## config.mk

```make
export PLATFORM = sky130hd
export DESIGN_NAME = neuron_writeback_flat
export DESIGN_NICKNAME = d
export VERILOG_FILES = /design/src/rtl/neuro_pkg.sv /design/src/rtl/neuron_writeback_if.sv /design/src/rtl/sync_fifo.sv /design/src/rtl/neuron_writeback.sv /design/src/flat_wrapper.sv
export SDC_FILE = /design/constraint.sdc
export NUM_CORES = 1
export LEC_CHECK = 0
export CAP_MARGIN = 20
export CORE_UTILIZATION = 55
export DETAILED_ROUTE_END_ITERATION = 8
export HOLD_SLACK_MARGIN = 0.15
export PLACE_DENSITY = 0.78
export SETUP_SLACK_MARGIN = 0.02
export SYNTH_ARGS = -nofsm -noshare
export SYNTH_HDL_FRONTEND = slang
export SYNTH_SLANG_ARGS = --single-unit
```

## constraint.sdc

```tcl
create_clock -name clk -period 3.3 [get_ports clk]
set_input_delay 0.66 -clock clk [delete_from_list [all_inputs] [get_ports clk]]
set_output_delay 0.66 -clock clk [all_outputs]
set_load 0.005 [all_outputs]
```

## src/rtl/neuro_pkg.sv

```systemverilog
// Shared definitions for the neuron datapath blocks: default widths,
// writeback FSM state encoding and saturation limit helpers.
package neuro_pkg;

   localparam int ACC_W_DEF  = 16;
   localparam int DATA_W_DEF = 8;
   localparam int ADDR_W_DEF = 8;

   typedef enum logic [1:0] {
      IDLE = 2'd0,
      RUN  = 2'd1,
      DONE = 2'd2
   } wb_state_t;

   // Largest value representable in a w-bit two's complement word.
   function automatic int sat_hi(input int w);
      return (1 << (w - 1)) - 1;
   endfunction

   // Smallest value representable in a w-bit two's complement word.
   function automatic int sat_lo(input int w);
      return -(1 << (w - 1));
   endfunction

endpackage

```

## src/rtl/neuron_writeback_if.sv

```systemverilog
// Accumulator stream (valid/ready) and neuron RAM write port of the
// writeback block. master = producer/RAM side, slave = neuron_writeback.
interface neuron_writeback_if
   import neuro_pkg::*;
#(
   parameter int ACC_W  = ACC_W_DEF,
   parameter int DATA_W = DATA_W_DEF,
   parameter int ADDR_W = ADDR_W_DEF
);

   logic              acc_valid;
   logic              acc_ready;
   logic [ACC_W-1:0]  acc_data;
   logic              mem_stall;
   logic              mem_wre;
   logic [ADDR_W-1:0] mem_addr;
   logic [DATA_W-1:0] mem_data;

   modport master (
      output acc_valid, acc_data, mem_stall,
      input  acc_ready, mem_wre, mem_addr, mem_data
   );

   modport slave (
      input  acc_valid, acc_data, mem_stall,
      output acc_ready, mem_wre, mem_addr, mem_data
   );

endinterface

```

## src/rtl/sync_fifo.sv

```systemverilog
// Single-clock FIFO with first-word fall-through head. DEPTH must be a
// power of two so the pointers wrap naturally. A push while full is taken
// only when a pop happens in the same cycle; a pop while empty is ignored.
module sync_fifo #(
   parameter int WIDTH = 8,
   parameter int DEPTH = 4
)(
   input  logic             clk,
   input  logic             reset,
   input  logic             push,
   input  logic [WIDTH-1:0] din,
   input  logic             pop,
   output logic [WIDTH-1:0] dout,
   output logic             full,
   output logic             empty
);

   localparam int AW = $clog2(DEPTH);
   localparam int CW = AW + 1;

   logic [WIDTH-1:0] mem [DEPTH];
   logic [AW-1:0]    wr_ptr;
   logic [AW-1:0]    rd_ptr;
   logic [CW-1:0]    cnt;
   logic             do_push;
   logic             do_pop;

   assign full    = (cnt == CW'(DEPTH));
   assign empty   = (cnt == '0);
   assign do_pop  = pop && !empty;
   assign do_push = push && (!full || pop);
   assign dout    = mem[rd_ptr];

   // Storage write.
   // NOTE: the storage array is deliberately left out of reset; the pointers
   // and count define validity, and an unreset array maps onto plain RAM/regs.
   always_ff @(posedge clk) begin
      if (do_push) begin
         mem[wr_ptr] <= din;
      end
   end

   // Pointer and occupancy bookkeeping, flushed by reset.
   // NOTE: sequential state uses non-blocking assignments so every register
   // samples pre-edge values regardless of statement order.
   always_ff @(posedge clk) begin
      if (reset) begin
         wr_ptr <= '0;
         rd_ptr <= '0;
         cnt    <= '0;
      end else begin
         if (do_push) begin
            wr_ptr <= wr_ptr + AW'(1);
         end
         if (do_pop) begin
            rd_ptr <= rd_ptr + AW'(1);
         end
         case ({do_push, do_pop})
            2'b10:   cnt <= cnt + CW'(1);
            2'b01:   cnt <= cnt - CW'(1);
            default: cnt <= cnt;
         endcase
      end
   end

endmodule

```

## src/rtl/neuron_writeback.sv

```systemverilog
// Neuron writeback: accepts MAC accumulator results, rescales them by an
// arithmetic right shift, saturates to DATA_W, optionally applies ReLU,
// buffers them in a small FIFO and writes them to the neuron RAM at
// consecutive (wrapping) addresses from a base. Pulses done after the
// programmed number of writes.
// Build option: define NEURON_WB_RELU_EN to write negative results as 0.
module neuron_writeback
   import neuro_pkg::*;
#(
   parameter int ACC_W      = ACC_W_DEF,
   parameter int DATA_W     = DATA_W_DEF,
   parameter int ADDR_W     = ADDR_W_DEF,
   parameter int FIFO_DEPTH = 4,
   parameter int FRAC_SHIFT = 4
)(
   input  logic              clk,
   input  logic              reset,
   input  logic              start,
   input  logic [ADDR_W-1:0] base_addr,
   input  logic [ADDR_W-1:0] count,
   neuron_writeback_if.slave bus,
   output logic              busy,
   output logic              done,
   output logic              sat_flag
);

`ifdef NEURON_WB_RELU_EN
   localparam bit RELU_EN = 1'b1;
`else
   localparam bit RELU_EN = 1'b0;
`endif

   // Clamp limits expressed at accumulator width for a signed compare.
   localparam logic signed [ACC_W-1:0] SAT_HI_A = ACC_W'(sat_hi(DATA_W));
   localparam logic signed [ACC_W-1:0] SAT_LO_A = ACC_W'(sat_lo(DATA_W));

   wb_state_t               state;
   wb_state_t               state_next;
   logic [ADDR_W-1:0]       base_q;
   logic [ADDR_W-1:0]       count_q;
   logic [ADDR_W-1:0]       accepted_q;
   logic [ADDR_W-1:0]       written_q;
   logic                    start_ok;
   logic                    push;
   logic                    pop;
   logic                    fifo_full;
   logic                    fifo_empty;
   logic                    sat_hit;
   logic signed [ACC_W-1:0] shifted;
   logic [DATA_W-1:0]       conv_data;
   logic [DATA_W-1:0]       fifo_head;

   assign start_ok = start && (state == IDLE);
   assign push     = bus.acc_valid && bus.acc_ready;
   assign pop      = !fifo_empty && !bus.mem_stall;

   // Rescale, clamp and optionally rectify the incoming accumulator value.
   always_comb begin
      shifted   = $signed(bus.acc_data) >>> FRAC_SHIFT;
      sat_hit   = 1'b0;
      conv_data = shifted[DATA_W-1:0];
      if (shifted > SAT_HI_A) begin
         conv_data = SAT_HI_A[DATA_W-1:0];
         sat_hit   = 1'b1;
      end else if (shifted < SAT_LO_A) begin
         conv_data = SAT_LO_A[DATA_W-1:0];
         sat_hit   = 1'b1;
      end
      if (RELU_EN && conv_data[DATA_W-1]) begin
         conv_data = '0;
      end
   end

   sync_fifo #(
      .WIDTH (DATA_W),
      .DEPTH (FIFO_DEPTH)
   ) u_fifo (
      .clk   (clk),
      .reset (reset),
      .push  (push),
      .din   (conv_data),
      .pop   (pop),
      .dout  (fifo_head),
      .full  (fifo_full),
      .empty (fifo_empty)
   );

   // FSM state register.
   always_ff @(posedge clk) begin
      if (reset) begin
         state <= IDLE;
      end else begin
         state <= state_next;
      end
   end

   // FSM next state and state-decoded outputs.
   // NOTE: every output of this block gets a default first, so no path through
   // the case can leave one unassigned and infer a latch.
   always_comb begin
      state_next    = state;
      bus.acc_ready = 1'b0;
      busy          = 1'b0;
      done          = 1'b0;
      case (state)
         IDLE: begin
            if (start) begin
               state_next = (count == '0) ? DONE : RUN;
            end
         end
         RUN: begin
            busy          = 1'b1;
            bus.acc_ready = !fifo_full && (accepted_q < count_q);
            if (written_q == count_q) begin
               state_next = DONE;
            end
         end
         DONE: begin
            busy       = 1'b1;
            done       = 1'b1;
            state_next = IDLE;
         end
         default: state_next = IDLE;
      endcase
   end

   // Layer parameters and accepted/written counters.
   always_ff @(posedge clk) begin
      if (reset) begin
         base_q     <= '0;
         count_q    <= '0;
         accepted_q <= '0;
         written_q  <= '0;
      end else if (start_ok) begin
         base_q     <= base_addr;
         count_q    <= count;
         accepted_q <= '0;
         written_q  <= '0;
      end else begin
         if (push) begin
            accepted_q <= accepted_q + ADDR_W'(1);
         end
         if (pop) begin
            written_q <= written_q + ADDR_W'(1);
         end
      end
   end

   // Sticky saturation flag, cleared when a new layer starts.
   always_ff @(posedge clk) begin
      if (reset) begin
         sat_flag <= 1'b0;
      end else if (start_ok) begin
         sat_flag <= 1'b0;
      end else if (push && sat_hit) begin
         sat_flag <= 1'b1;
      end
   end

   // Registered RAM write port; address and data hold when nothing pops.
   always_ff @(posedge clk) begin
      if (reset) begin
         bus.mem_wre  <= 1'b0;
         bus.mem_addr <= '0;
         bus.mem_data <= '0;
      end else begin
         bus.mem_wre <= pop;
         if (pop) begin
            bus.mem_addr <= base_q + written_q;
            bus.mem_data <= fifo_head;
         end
      end
   end

endmodule

```

## src/flat_wrapper.sv

```systemverilog
// flat-port wrapper written by rule: the top's interface ports become plain ports
module neuron_writeback_flat import neuro_pkg::*;
#(
   parameter int ACC_W      = ACC_W_DEF,
   parameter int DATA_W     = DATA_W_DEF,
   parameter int ADDR_W     = ADDR_W_DEF,
   parameter int FIFO_DEPTH = 4,
   parameter int FRAC_SHIFT = 4
)
  (clk, reset, start, base_addr, count, busy, done, sat_flag, bus_acc_valid, bus_acc_data, bus_mem_stall, bus_acc_ready, bus_mem_wre, bus_mem_addr, bus_mem_data);
  neuron_writeback_if #(.ACC_W(ACC_W), .DATA_W(DATA_W), .ADDR_W(ADDR_W)) bus_i ();
  input  logic clk;
  input  logic reset;
  input  logic start;
  input  logic [ADDR_W-1:0] base_addr;
  input  logic [ADDR_W-1:0] count;
  output logic busy;
  output logic done;
  output logic sat_flag;
  input wire logic [$bits(bus_i.acc_valid)-1:0] bus_acc_valid;
  input wire logic [$bits(bus_i.acc_data)-1:0] bus_acc_data;
  input wire logic [$bits(bus_i.mem_stall)-1:0] bus_mem_stall;
  output wire logic [$bits(bus_i.acc_ready)-1:0] bus_acc_ready;
  output wire logic [$bits(bus_i.mem_wre)-1:0] bus_mem_wre;
  output wire logic [$bits(bus_i.mem_addr)-1:0] bus_mem_addr;
  output wire logic [$bits(bus_i.mem_data)-1:0] bus_mem_data;
  assign bus_i.acc_valid = bus_acc_valid;
  assign bus_i.acc_data = bus_acc_data;
  assign bus_i.mem_stall = bus_mem_stall;
  assign bus_acc_ready = bus_i.acc_ready;
  assign bus_mem_wre = bus_i.mem_wre;
  assign bus_mem_addr = bus_i.mem_addr;
  assign bus_mem_data = bus_i.mem_data;
  neuron_writeback #(.ACC_W(ACC_W), .DATA_W(DATA_W), .ADDR_W(ADDR_W), .FIFO_DEPTH(FIFO_DEPTH), .FRAC_SHIFT(FRAC_SHIFT)) u_core (.clk(clk), .reset(reset), .start(start), .base_addr(base_addr), .count(count), .bus(bus_i), .busy(busy), .done(done), .sat_flag(sat_flag));
endmodule
```

* Word-level counts from Yosys, hierarchy flattened *
Memory sizes are Yosys's and may differ from the RTL's. A register that Yosys moved wholly into a read port is not among the register bits.
Cells that the tools add are included.

operators by class
  $add $sub $neg = 7
  $lt $le $gt $ge = 3
  equality and inequality tests = 8
  muxes and demuxes = 14
  reduce and logical (&&, ||, !) cells = 18

operators by type and width
  operator               number
  $add A8 B1 Y8 const B  2
  $mux W8                2
  $gt A12 B8 Y1 const B  1
  $lt A12 B8 Y1 const B  1
  $add A8 B8 Y8          1
  $eq A8 B8 Y1           1
  $logic_not A8 Y1       1
  $lt A8 B8 Y1           1
  $logic_and A1 B1 Y1    7
  $mux W1                7
  $mux W2                3
  $pmux W3 S2            1
  $add A2 B1 Y2 const B  2
  $eq A2 B1 Y1 const B   2
  $eq A2 B2 Y1 const B   2
  $pmux W2 S2            1
  $reduce_or A2 Y1       2
  $add A3 B1 Y3 const B  1
  $eq A3 B3 Y1 const B   1
  $logic_not A1 Y1       3
  $logic_not A3 Y1       1
  $sub A3 B1 Y3 const B  1
  $logic_not A2 Y1       1
  $ne A2 B1 Y1 const B   1
  other kinds (4)        4

word-level totals
  register bits = 51
  bits in writable memories = 32
  input bits = 37
  memories kept = 1

memory list
  name               words  width  rd ports  clocked after Yosys merged registers in  wr ports  RTL line         source
  u_core.u_fifo.mem  4      8      1         1                                        1         sync_fifo.sv:21  logic [WIDTH-1:0] mem [DEPTH];

* Depth between registers and ports, before layout *
Gate-level depths: netlist of run 1.

  word-level depth = 8
  mapped depth = 14

* Cells and area by module *
A second synthesis of run 1 with hierarchy kept.

unflattened totals
  cells, all modules = 439
  area, all modules = 4391.7 sq um

modules (own cells, without submodules)
  module            instances  cells each  area an instance (sq um)
  neuron_writeback  1          343         2746.4
  sync_fifo         1          96          1645.3

* Least setup slack after synthesis of run 1 *
OpenSTA, ideal clock, no wires.

  kind = input port to flip-flop
  from = input port bus_mem_stall
  to = register u_core.u_fifo.cnt[2]
  setup time = 0.070 ns
  arrival time = 2.657 ns
  required time = 3.230 ns
  setup slack = 0.572 ns
  stages on the path = 10
  path buffers = 2
  cells stage by stage = or2_2 -> clkbuf_1 -> inv_1 -> clkbuf_1 -> ha_1 -> inv_1 -> fa_1 -> xor2_1 -> or3_1 -> a21oi_1

on the way
  cells in the longest elaborated chain, start to end = 6
  elaborated cells on any way between the ends = 9
  those cells by class = eq/ne: 2; mux: 1; reduce/logical: 6

RTL lines
  element                                            RTL line                source
  start: declaration                                 flat_wrapper.sv:22      input wire logic [$bits(bus_i.mem_stall)-1:0] bus_mem_stall;
  $logic_not A1 Y1 (*)                               neuron_writeback.sv:55  assign pop = !fifo_empty && !bus.mem_stall;
  $logic_and A1 B1 Y1 (*)                            neuron_writeback.sv:55
  named net u_core.pop                               neuron_writeback.sv:45  logic pop;
  $logic_or A1 B1 Y1                                 sync_fifo.sv:31         assign do_push = push && (!full || pop);
  $logic_and A1 B1 Y1                                sync_fifo.sv:31
  $eq A2 B1 Y1 or $eq A2 B2 Y1 (tied branches)       sync_fifo.sv:58         case ({do_push, do_pop})
  $pmux W3 S2 or $reduce_bool A2 Y1 (tied branches)  -
  end signal: assignment                             sync_fifo.sv:59         2'b10: cnt <= cnt + CW'(1);
  end signal: assignment                             sync_fifo.sv:60         2'b01: cnt <= cnt - CW'(1);
  end signal: assignment                             sync_fifo.sv:61         default: cnt <= cnt;
  end: declaration                                   sync_fifo.sv:24         logic [CW-1:0] cnt;

The timed path passes the listed nets; every way through them passes the cells marked *.
A chain may end at the register's enable or synchronous reset.

* Final worst setup path of run 1 *
  from = register u_core.count_q[1]
  to = output port bus_acc_ready

on the way
  cells in the longest elaborated chain, start to end = 3

RTL lines
  element                   RTL line                 source
  start: declaration        neuron_writeback.sv:40   logic [ADDR_W-1:0] count_q;
  start signal: assignment  neuron_writeback.sv:136  count_q <= count;
  $lt A8 B8 Y1              neuron_writeback.sv:113  bus.acc_ready = !fifo_full && (accepted_q < count_q);
  $logic_and A1 B1 Y1       neuron_writeback.sv:113
  $mux W1                   neuron_writeback.sv:105  case (state)
  end: declaration          flat_wrapper.sv:23       output wire logic [$bits(bus_i.acc_ready)-1:0] bus_acc_ready;

Every way passes these cells.

==> results of run 1 <==
[tightest hold or removal path, stage by stage, from the launching register on]
cell     delay (ps)
dfxtp_1         310
nand2_1          50
a21oi_1          50
[flip-flops by register name, indices dropped and copies added (netlist names)]
register              count
u_core.state              2
u_core.written_q          8
u_core.accepted_q         8
u_core.u_fifo.rd_ptr      2
u_core.u_fifo.wr_ptr      2
u_core.bus.mem_addr       8
u_core.count_q            8
u_core.bus.mem_wre        1
u_core.bus.mem_data       8
u_core.sat_flag           1
u_core.base_q             8
u_core.u_fifo.cnt         3
u_core.u_fifo.mem        32
[through the flow]
step	power, uW	cell area, um2	utilization (%)	std cells
floorplan	1650	4290	-	425
global placement	1840	4920	66.4	564
detailed placement	1860	4920	66.4	564
CTS	2690	5140	69.4	580
global route	2800	5140	69.4	580
finish	2670	5140	69.4	580
[layer usage]
| metal | track usage (%) | wire [um] |
|---|---|---|
| met1 | 30.1 | 4020 |
| met2 | 40.8 | 4650 |
| met3 | 5.39 | 400 |
| met4 | 9.14 | 158 |
| met5 | 0 | 0 |
[Yosys cell counts, drive strengths merged (4+ instances only)]
cell type / instances
mux2i: 4
o31ai: 4
dfxtp: 59
nand4: 5
inv: 21
and3: 7
and2: 4
o21a: 13
mux4: 8
xnor2: 8
a21oi: 40
nand2: 74
or3: 5
xor2: 14
edfxtp: 32
ha: 24
nor4b: 5
nor2: 23
clkbuf: 16
nand3: 9
nor4: 7
nor3: 5
o21ai: 8
buf: 4
[power by group through the flow]
| stage | sequential [uW] | combinational (uW) | clock (uW) |
|---|---|---|---|
| after floorplan | 1290 | 355 | 0 |
| after global placement | 1320 | 523 | 0 |
| after CTS | 1290 | 552 | 843 |
| after global routing | 1310 | 607 | 885 |
| final | 1290 | 552 | 827 |
| after detailed placement | 1320 | 543 | 0 |
[cells by family after synthesis]
logic type | Yosys count | synth area share, %
and+or+nand+nor | 152 | 16.8
buffers and inverters | 41 | 3.65
xor gates and xnor gates | 22 | 4.50
muxes | 12 | 5.14
adders and majority gates | 26 | 7.94
DFF | 91 | 50.0
AOI/OAI and AO/OA | 81 | 12.0
[final timing paths]
path	to	startpoint	depth (start not counted)
setup reg to reg	u_core.u_fifo.cnt[2]	u_core.count_q[7]	12
hold / removal	u_core.bus.mem_data[5]	u_core.bus.mem_data[5]	2
setup / recovery	bus_acc_ready	u_core.count_q[1]	7
hold reg to reg	u_core.bus.mem_data[5]	u_core.bus.mem_data[5]	2
[layout make-up]
class | instances | share of cell area, %
timing repair buffer | 60 | 11.3
clock inverter | 2 | 0.755
multi-input combinational | 293 | 38.7
sequential | 91 | 41.7
clock buffer | 14 | 3.60
inverter | 21 | 1.53
tap | 99 | 2.41
==> impl_metrics.env, run 1 <==
export IMPL_status="finished clean"
export IMPL_worstPathArrival_ps=2500
export IMPL_antenna_cells=0
export IMPL_fill_cells=570
export IMPL_synth_top_area_share_pct=27.6
export IMPL_path_max_fanout=9
export IMPL_syn_area_mm2=0.00429
export IMPL_holdWs_ps=456
export IMPL_cap_violations=0
export IMPL_crit_type="reg2out"
export IMPL_period_needed_ps=3160
export IMPL_clock_root_buffer="clkbuf_8"
export IMPL_area_delta_synth_final_pct=19.9
export IMPL_first_pass_iters=4
export IMPL_synthArstFlopShare_pct=0
export IMPL_synth_edff_count=32
export IMPL_p_int_uw=1930
export IMPL_grt_start_max_net_pins=40
export IMPL_clock_sinks=91
export IMPL_ioPinCount=58
export IMPL_cts_tree="yes"
export IMPL_synthFlopType="dfxtp_1"
export IMPL_grt_overflow_total=0
export IMPL_hp_class="reg2reg"
export IMPL_cp_cell_sequence="inv_1, ha_1, or3b_1, o2111ai_2, a41o_1, and2_1, clkdlybuf4s50_1"
export IMPL_drtIter0Drc=166
export IMPL_hold_violations=0
export IMPL_multi_input_area_mm2=0.00199
export IMPL_fmax_mhz=316
export IMPL_cts_resized=0
export IMPL_wire_per_inst_um=15.9
export IMPL_cts_max_level=3
export IMPL_syn_nets=488
export IMPL_rrSetupSlack_ps=620
export IMPL_clockBufferDepth=2
export IMPL_dieArea_mm2=0.00815
export IMPL_die_h_um=90.3
export IMPL_layout_common_cells="nand2_1, dfxtp_1, clkdlybuf4s50_1, a21oi_1, edfxtp_1"
export IMPL_ir_worst_vdd_v=0.000352
export IMPL_ant_nets=0
export IMPL_worstMarginPinSlew_ps=648
export IMPL_core_mm2=0.00741
export IMPL_clock_skew_ps=12.2
export IMPL_grt_first_pass_wirelength_mm=15.3
export IMPL_synth_cell_types=45
export IMPL_dp_slack_ps=456
export IMPL_antenna_found_initial=0
export IMPL_p_leak_uw=0.00187
export IMPL_yosysTopAreaCell="dfxtp_1"
export IMPL_synthTopCellsByArea="dfxtp_1, edfxtp_1, ha_1, nand2_1, a21oi_1"
export IMPL_io_buffers=53
export IMPL_cp_required_ps=2640
export IMPL_p_comb_share_pct=20.6
export IMPL_layout_commonest_cell="nand2_1"
export IMPL_seqCellArea_mm2=0.00214
export IMPL_cts_buffers=9
export IMPL_ys_seq_area_share_pct=50.0
export IMPL_via_per_inst=5.72
export IMPL_path_buf_inv=2
export IMPL_synth_seq_cells=91
export IMPL_path_delay_family="buffers and inverters"
export IMPL_initial_core_util_pct=57.9
export IMPL_power_density_mw_per_mm2=520
export IMPL_crit_slowest_cell="clkdlybuf4s50_1"
export IMPL_syn_inst=425
export IMPL_place_gp_congestion=0.839
export IMPL_fin_ws_ps=139
export IMPL_netSwitchingFraction_pct=27.7
export IMPL_power_switching_uw=740
export IMPL_critPathLaunchType="flop"
export IMPL_cts_setup_buffers=0
export IMPL_dp_hpwl_mm=6.53
export IMPL_finalSetupViolCount=0
export IMPL_p_seq_share_pct=48.4
export IMPL_wl_mm=9.23
export IMPL_dieWidth_um=90.3
export IMPL_grt_util_all_layers_pct=24.1
export IMPL_min_period_over_period_pct=95.8
export IMPL_setup_tns_ps=0
export IMPL_drc_errors=0
export IMPL_postSynthAreaPerCell_um2=10.1
export IMPL_clock_latency_ps=360
export IMPL_max_slew_margin_pct=56.7
export IMPL_cts_hold_buf=0
export IMPL_rsz0062_at_grt="no"
export IMPL_rows=31
export IMPL_max_stage_delay_ps=500
export IMPL_final_nets=539
export IMPL_p_clk_share_pct=30.9
export IMPL_drive_gt1_share_pct=7.69
export IMPL_clk_pin_slew_ps=90
export IMPL_drv_slew=0
export IMPL_crit_path_end_kind="output pin"
export IMPL_grt_pass1_vias=3227
export IMPL_yosysWarnings=0
export IMPL_vias=3318
(Power assumes the default switching activity.)
==> run 2: changes to the inputs <==
--- a/config.mk
+++ b/config.mk
@@ -6,7 +6,9 @@
 export NUM_CORES = 1
 export LEC_CHECK = 0
 export CAP_MARGIN = 20
-export CORE_UTILIZATION = 55
+export CELL_PAD_IN_SITES_DETAIL_PLACEMENT = 0
+export CELL_PAD_IN_SITES_GLOBAL_PLACEMENT = 2
+export CORE_UTILIZATION = 35
 export DETAILED_ROUTE_END_ITERATION = 8
 export HOLD_SLACK_MARGIN = 0.15
 export PLACE_DENSITY = 0.78
==> impl_metrics.env, run 2 (synthesis results as in run 1) <==
export IMPL_grt_start_max_net_pins=25
export IMPL_die_h_um=113
export IMPL_cts_tree="yes"
export IMPL_hold_path_depth=2
export IMPL_core_mm2=0.0120
export IMPL_largest_reg_flops=32
export IMPL_io_buffers=53
export IMPL_placed_cells=614
export IMPL_place_gp_congestion=0.753
export IMPL_rsz0062_at_grt="no"
export IMPL_r2r_start="u_core.count_q[7]"
export IMPL_crit_type="reg2out"
export IMPL_rrSetupSlack_ps=640
export IMPL_hold_violations=0
export IMPL_path_max_fanout=9
export IMPL_power_density_mw_per_mm2=561
export IMPL_drive_gt1_share_pct=8.49
export IMPL_drc_errors=0
export IMPL_grt_util_all_layers_pct=16.2
export IMPL_rr_worst_depth=12
export IMPL_grt_overflow_total=0
export IMPL_antenna_cells=0
export IMPL_min_period_over_period_pct=93.0
export IMPL_cp_required_ps=2640
export IMPL_place_area_mm2=0.00499
export IMPL_wl_mm=9.27
export IMPL_drv_slew=0
export IMPL_drtIter0Drc=175
export IMPL_clock_latency_ps=350
export IMPL_period_needed_ps=3070
export IMPL_layout_common_cells="nand2_1, dfxtp_1, clkdlybuf4s50_1, a21oi_1, edfxtp_1"
export IMPL_clockBufferDepth=2
export IMPL_finalInstanceArea_mm2=0.00532
export IMPL_first_pass_iters=4
export IMPL_initial_core_util_pct=35.8
export IMPL_fmax_mhz=326
export IMPL_worstPathArrival_ps=2410
export IMPL_rows=40
export IMPL_ir_worst_vdd_v=0.000258
export IMPL_regMostFlops="u_core.u_fifo.mem"
export IMPL_ant_nets=0
export IMPL_crit_slowest_cell="clkdlybuf4s50_1"
export IMPL_crit_path_end_kind="output pin"
export IMPL_finalSetupViolCount=0
export IMPL_max_slew_margin_pct=52.5
export IMPL_cts_max_level=3
export IMPL_wire_per_inst_um=14.7
export IMPL_hp_class="reg2reg"
export IMPL_clk_pin_slew_ps=70
export IMPL_min_delay_start="u_core.bus.mem_addr[0]"
export IMPL_layout_commonest_cell="nand2_1"
export IMPL_status="finished clean"
export IMPL_cp_cell_sequence="inv_1, ha_1, o21a_1, o211ai_1, a41o_2, and2_1, clkdlybuf4s50_1"
export IMPL_grt_first_pass_wirelength_mm=16.0
export IMPL_dieArea_mm2=0.0127
export IMPL_grt_pass1_vias=3206
export IMPL_dieWidth_um=113
export IMPL_r2r_end="u_core.u_fifo.cnt[2]"
export IMPL_min_to="u_core.bus.mem_addr[0]"
export IMPL_via_per_inst=5.00
export IMPL_clock_skew_ps=8.36
export IMPL_final_nets=541
export IMPL_setup_tns_ps=0
export IMPL_antenna_found_initial=0
export IMPL_clock_sinks=91
export IMPL_clock_root_buffer="clkbuf_16"
export IMPL_dp_hpwl_mm=6.66
export IMPL_cts_setup_buffers=0
export IMPL_max_stage_delay_ps=500
export IMPL_cap_violations=0
export IMPL_worstMarginPinSlew_ps=711
export IMPL_p_leak_uw=0.00192
export IMPL_fin_cells=630
export IMPL_cts_buffers=9
export IMPL_area_delta_synth_final_pct=24.2
export IMPL_critPathLaunchType="flop"
export IMPL_vias=3151
export IMPL_ioPinCount=58
==> run 2: how the worst max path moves through the flow <==
stage	end	startpoint	slack [ps]	cells after the start
after floorplan	u_core.u_fifo.cnt[2]	bus_mem_stall	570	10
after global placement	u_core.u_fifo.cnt[2]	bus_mem_stall	520	9
after detailed placement	u_core.u_fifo.cnt[2]	bus_mem_stall	520	9
after CTS	bus_acc_ready	u_core.count_q[4]	120	7
after global routing	bus_acc_ready	u_core.count_q[1]	100	7
final	bus_acc_ready	u_core.count_q[4]	230	7
==> run 2: power breakdown <==
part / switching, uW / internal (uW) / total, uW
Combinational: 284 / 260 / 544
Clock: 470 / 677 / 1150
Sequential: 62.1 / 1230 / 1290
Total: 816 / 2170 / 2980
==> run 2: layer usage <==
layer  vias up  track usage (%)  part of all wire, %  wire, um
li1       1612                -                    -         -
met1      1490             21.1                   48      4450
met2        37             26.9                   48      4420
met3        12             3.13                  3.0       275
met4         0             5.78                  1.3       120
met5         -                0                    0         0
==> run 2: stage by stage <==
step | setup WS (ps) | utilization [%] | hold slack (ps) | total power (uW)
floorplan | 572 | - | 440 | 1650
global placement | 518 | 41.7 | 442 | 1870
detailed placement | 517 | 41.7 | 449 | 1870
CTS | 122 | 44.5 | 458 | 3020
global route | 103 | 44.5 | 476 | 3140
finish | 230 | 44.5 | 457 | 2980
==> run 2: timing repair <==
item,in CTS,in global routing
hold buffers,0,0
setup endpoints to repair,0,1
resized for setup,0,1
==> run 2: final cells by class <==
class,instances,area [um2]
Fill cell,1186,6640
Sequential cell,91,2140
Multi-Input combinational cell,293,1990
Timing Repair Buffer,62,598
Clock buffer,9,225
Tap cell,147,184
Clock inverter,7,105
Inverter,21,78.8
==> run 2: critical path: cells and delay by family, from the launching register on <==
family	cells	cell delay, ps
buffers and inverters	2	560
AOI/OAI and AO/OA	3	690
adders and majority gates	1	270
DFF	1	400
and+or+nand+nor	1	150
==> run 3: changes to the inputs <==
--- a/config.mk
+++ b/config.mk
@@ -8,10 +8,10 @@
 export CAP_MARGIN = 20
 export CELL_PAD_IN_SITES_DETAIL_PLACEMENT = 0
 export CELL_PAD_IN_SITES_GLOBAL_PLACEMENT = 2
-export CORE_UTILIZATION = 35
+export CORE_UTILIZATION = 38
 export DETAILED_ROUTE_END_ITERATION = 8
 export HOLD_SLACK_MARGIN = 0.15
-export PLACE_DENSITY = 0.78
+export PLACE_DENSITY = 0.83
 export SETUP_SLACK_MARGIN = 0.02
 export SYNTH_ARGS = -nofsm -noshare
 export SYNTH_HDL_FRONTEND = slang
==> constraint.sdc (replaced) <==
create_clock -name clk -period 3.9 [get_ports clk]
set_input_delay 0.78 -clock clk [delete_from_list [all_inputs] [get_ports clk]]
set_output_delay 0.78 -clock clk [all_outputs]
set_load 0.005 [all_outputs]
==> impl_metrics.env, run 3 (synthesis results as in run 1) <==
export IMPL_status="finished clean"
export IMPL_grt_pass1_vias=3084
export IMPL_cts_max_level=3
export IMPL_max_stage_delay_ps=490
export IMPL_wire_per_inst_um=14.9
export IMPL_path_buf_inv=2
export IMPL_clock_root_buffer="clkbuf_16"
export IMPL_critPathLaunchType="flop"
export IMPL_p_seq_share_pct=45.5
export IMPL_dieWidth_um=108
export IMPL_finalSetupViolCount=0
export IMPL_grt_util_all_layers_pct=17.1
export IMPL_netSwitchingFraction_pct=27.3
export IMPL_rows=38
export IMPL_cap_violations=0
export IMPL_cp_depth=7
export IMPL_crit_path_end_kind="output pin"
export IMPL_dp_hpwl_mm=6.54
export IMPL_rsz0062_at_grt="no"
export IMPL_cts_hold_buf=0
export IMPL_max_slew_margin_pct=58.2
export IMPL_drc_errors=0
export IMPL_p_clk_share_pct=36.1
export IMPL_fin_util_pct=47.9
export IMPL_ant_nets=0
export IMPL_worstPathArrival_ps=2470
export IMPL_ioPinCount=58
export IMPL_clock_sinks=91
export IMPL_final_nets=536
export IMPL_initial_core_util_pct=39.2
export IMPL_hp_class="reg2reg"
export IMPL_grt_start_max_net_pins=41
export IMPL_rrSetupSlack_ps=860
export IMPL_rr_worst_depth=13
export IMPL_path_max_fanout=9
export IMPL_die_h_um=108
export IMPL_grt_first_pass_wirelength_mm=15.4
export IMPL_crit_type="reg2out"
export IMPL_p_comb_share_pct=18.5
export IMPL_clockBufferDepth=2
export IMPL_hold_violations=0
export IMPL_cts_buffers=9
export IMPL_path_delay_family="buffers and inverters"
export IMPL_r2r_end="u_core.u_fifo.cnt[2]"
export IMPL_grt_overflow_total=0
export IMPL_power_density_mw_per_mm2=460
export IMPL_power_switching_uw=657
export IMPL_cts_tree="yes"
export IMPL_clk_pin_slew_ps=60
export IMPL_ir_worst_vdd_v=0.000221
export IMPL_cp_required_ps=3120
export IMPL_wl_mm=9.18
export IMPL_place_area_mm2=0.00494
export IMPL_fin_cells=618
export IMPL_first_pass_iters=4
export IMPL_min_period_over_period_pct=83.3
export IMPL_area_delta_synth_final_pct=22.3
export IMPL_layout_commonest_cell="nand2_1"
export IMPL_via_per_inst=5.04
export IMPL_cts_resized=0
export IMPL_largest_reg_flops=32
export IMPL_min_to="u_core.bus.mem_addr[3]"
export IMPL_antenna_cells=0
export IMPL_io_buffers=53
export IMPL_regMostFlops="u_core.u_fifo.mem"
export IMPL_r2r_start="u_core.count_q[5]"
export IMPL_cts_setup_buffers=0
export IMPL_placed_cells=602
export IMPL_place_gp_congestion=0.733
export IMPL_vias=3114
export IMPL_setup_tns_ps=0
export IMPL_dp_slack_ps=696
export IMPL_period_needed_ps=3250
export IMPL_p_leak_uw=0.00188
export IMPL_clock_skew_ps=9.86
export IMPL_crit_slowest_cell="clkdlybuf4s50_1"
export IMPL_drv_slew=0
export IMPL_clock_latency_ps=330
export IMPL_p_int_uw=1750
export IMPL_dieArea_mm2=0.0117
export IMPL_min_delay_start="u_core.bus.mem_addr[3]"
export IMPL_antenna_found_initial=0
export IMPL_finalInstanceArea_mm2=0.00524
export IMPL_hold_path_depth=2
export IMPL_drtIter0Drc=97
export IMPL_drive_gt1_share_pct=7.11
export IMPL_core_mm2=0.0109
export IMPL_layout_common_cells="nand2_1, dfxtp_1, clkdlybuf4s50_1, a21oi_1, edfxtp_1"
export IMPL_fin_ws_ps=651
export IMPL_worstMarginPinSlew_ps=627
export IMPL_cp_cell_sequence="inv_1, ha_1, or3b_1, o2111ai_2, a41o_1, and2_1, clkdlybuf4s50_1"
export IMPL_fmax_mhz=308
[run 3: cell count changes in the layout (fill, tap and decap cells not counted)]
cell and change:
buf_4 -5, a41o_1 +1, clkinvlp_2 +1, a41o_2 -1
clkbuf_1 +1, bufinv_16 -1, inv_8 -1
[run 3: worst register-to-register path: cells and delay by family (launching register included)]
family	cells	cell delay, ps
AO/OA/AOI/OAI	4	920
AND/OR/NAND/NOR	2	460
buffers and inverters	3	220
flip-flops	1	380
XOR/XNOR	1	160
adder cells (fa/ha/maj)	3	830
[run 3: worst max path at each step]
stage                       from                    to
3_5_place_dp       bus_mem_stall  u_core.u_fifo.cnt[2]
6_report       u_core.count_q[1]         bus_acc_ready
4_1_cts        u_core.count_q[1]         bus_acc_ready
5_1_grt        u_core.count_q[1]         bus_acc_ready
3_3_place_gp       bus_mem_stall  u_core.u_fifo.cnt[2]
2_1_floorplan      bus_mem_stall  u_core.u_fifo.cnt[2]
[run 3: stage by stage]
step	total power [uW]	hold slack, ps
after floorplan	1390	440
after global placement	1560	445
after detailed placement	1570	450
after CTS	2450	457
after global routing	2540	474
final	2410	455
[run 3: power groups by stage]
stage	clock network [uW]	logic, uW	registers (uW)
finish	869	445	1100
global route	935	504	1110
CTS	897	455	1100
detailed placement	0	452	1120
global placement	0	446	1120
floorplan	0	300	1090
[run 3: layout make-up]
class                      count  area (um2)
clock buffer                  10         229
clock inverter                 6        68.8
fill                        1023        5690
inverter                      21        78.8
multi-input combinational    293        1990
sequential                    91        2140
tap                          140         175
timing repair buffer          57         561
[run 3: routing by layer]
metal  vias up  track usage, %  routed length (um)
met1      1457            22.3                4450
met3         7            3.80                 282
li1       1601               -                   -
met5         -               0                   0
met4         0            4.40                  67
met2        49            28.3                4380
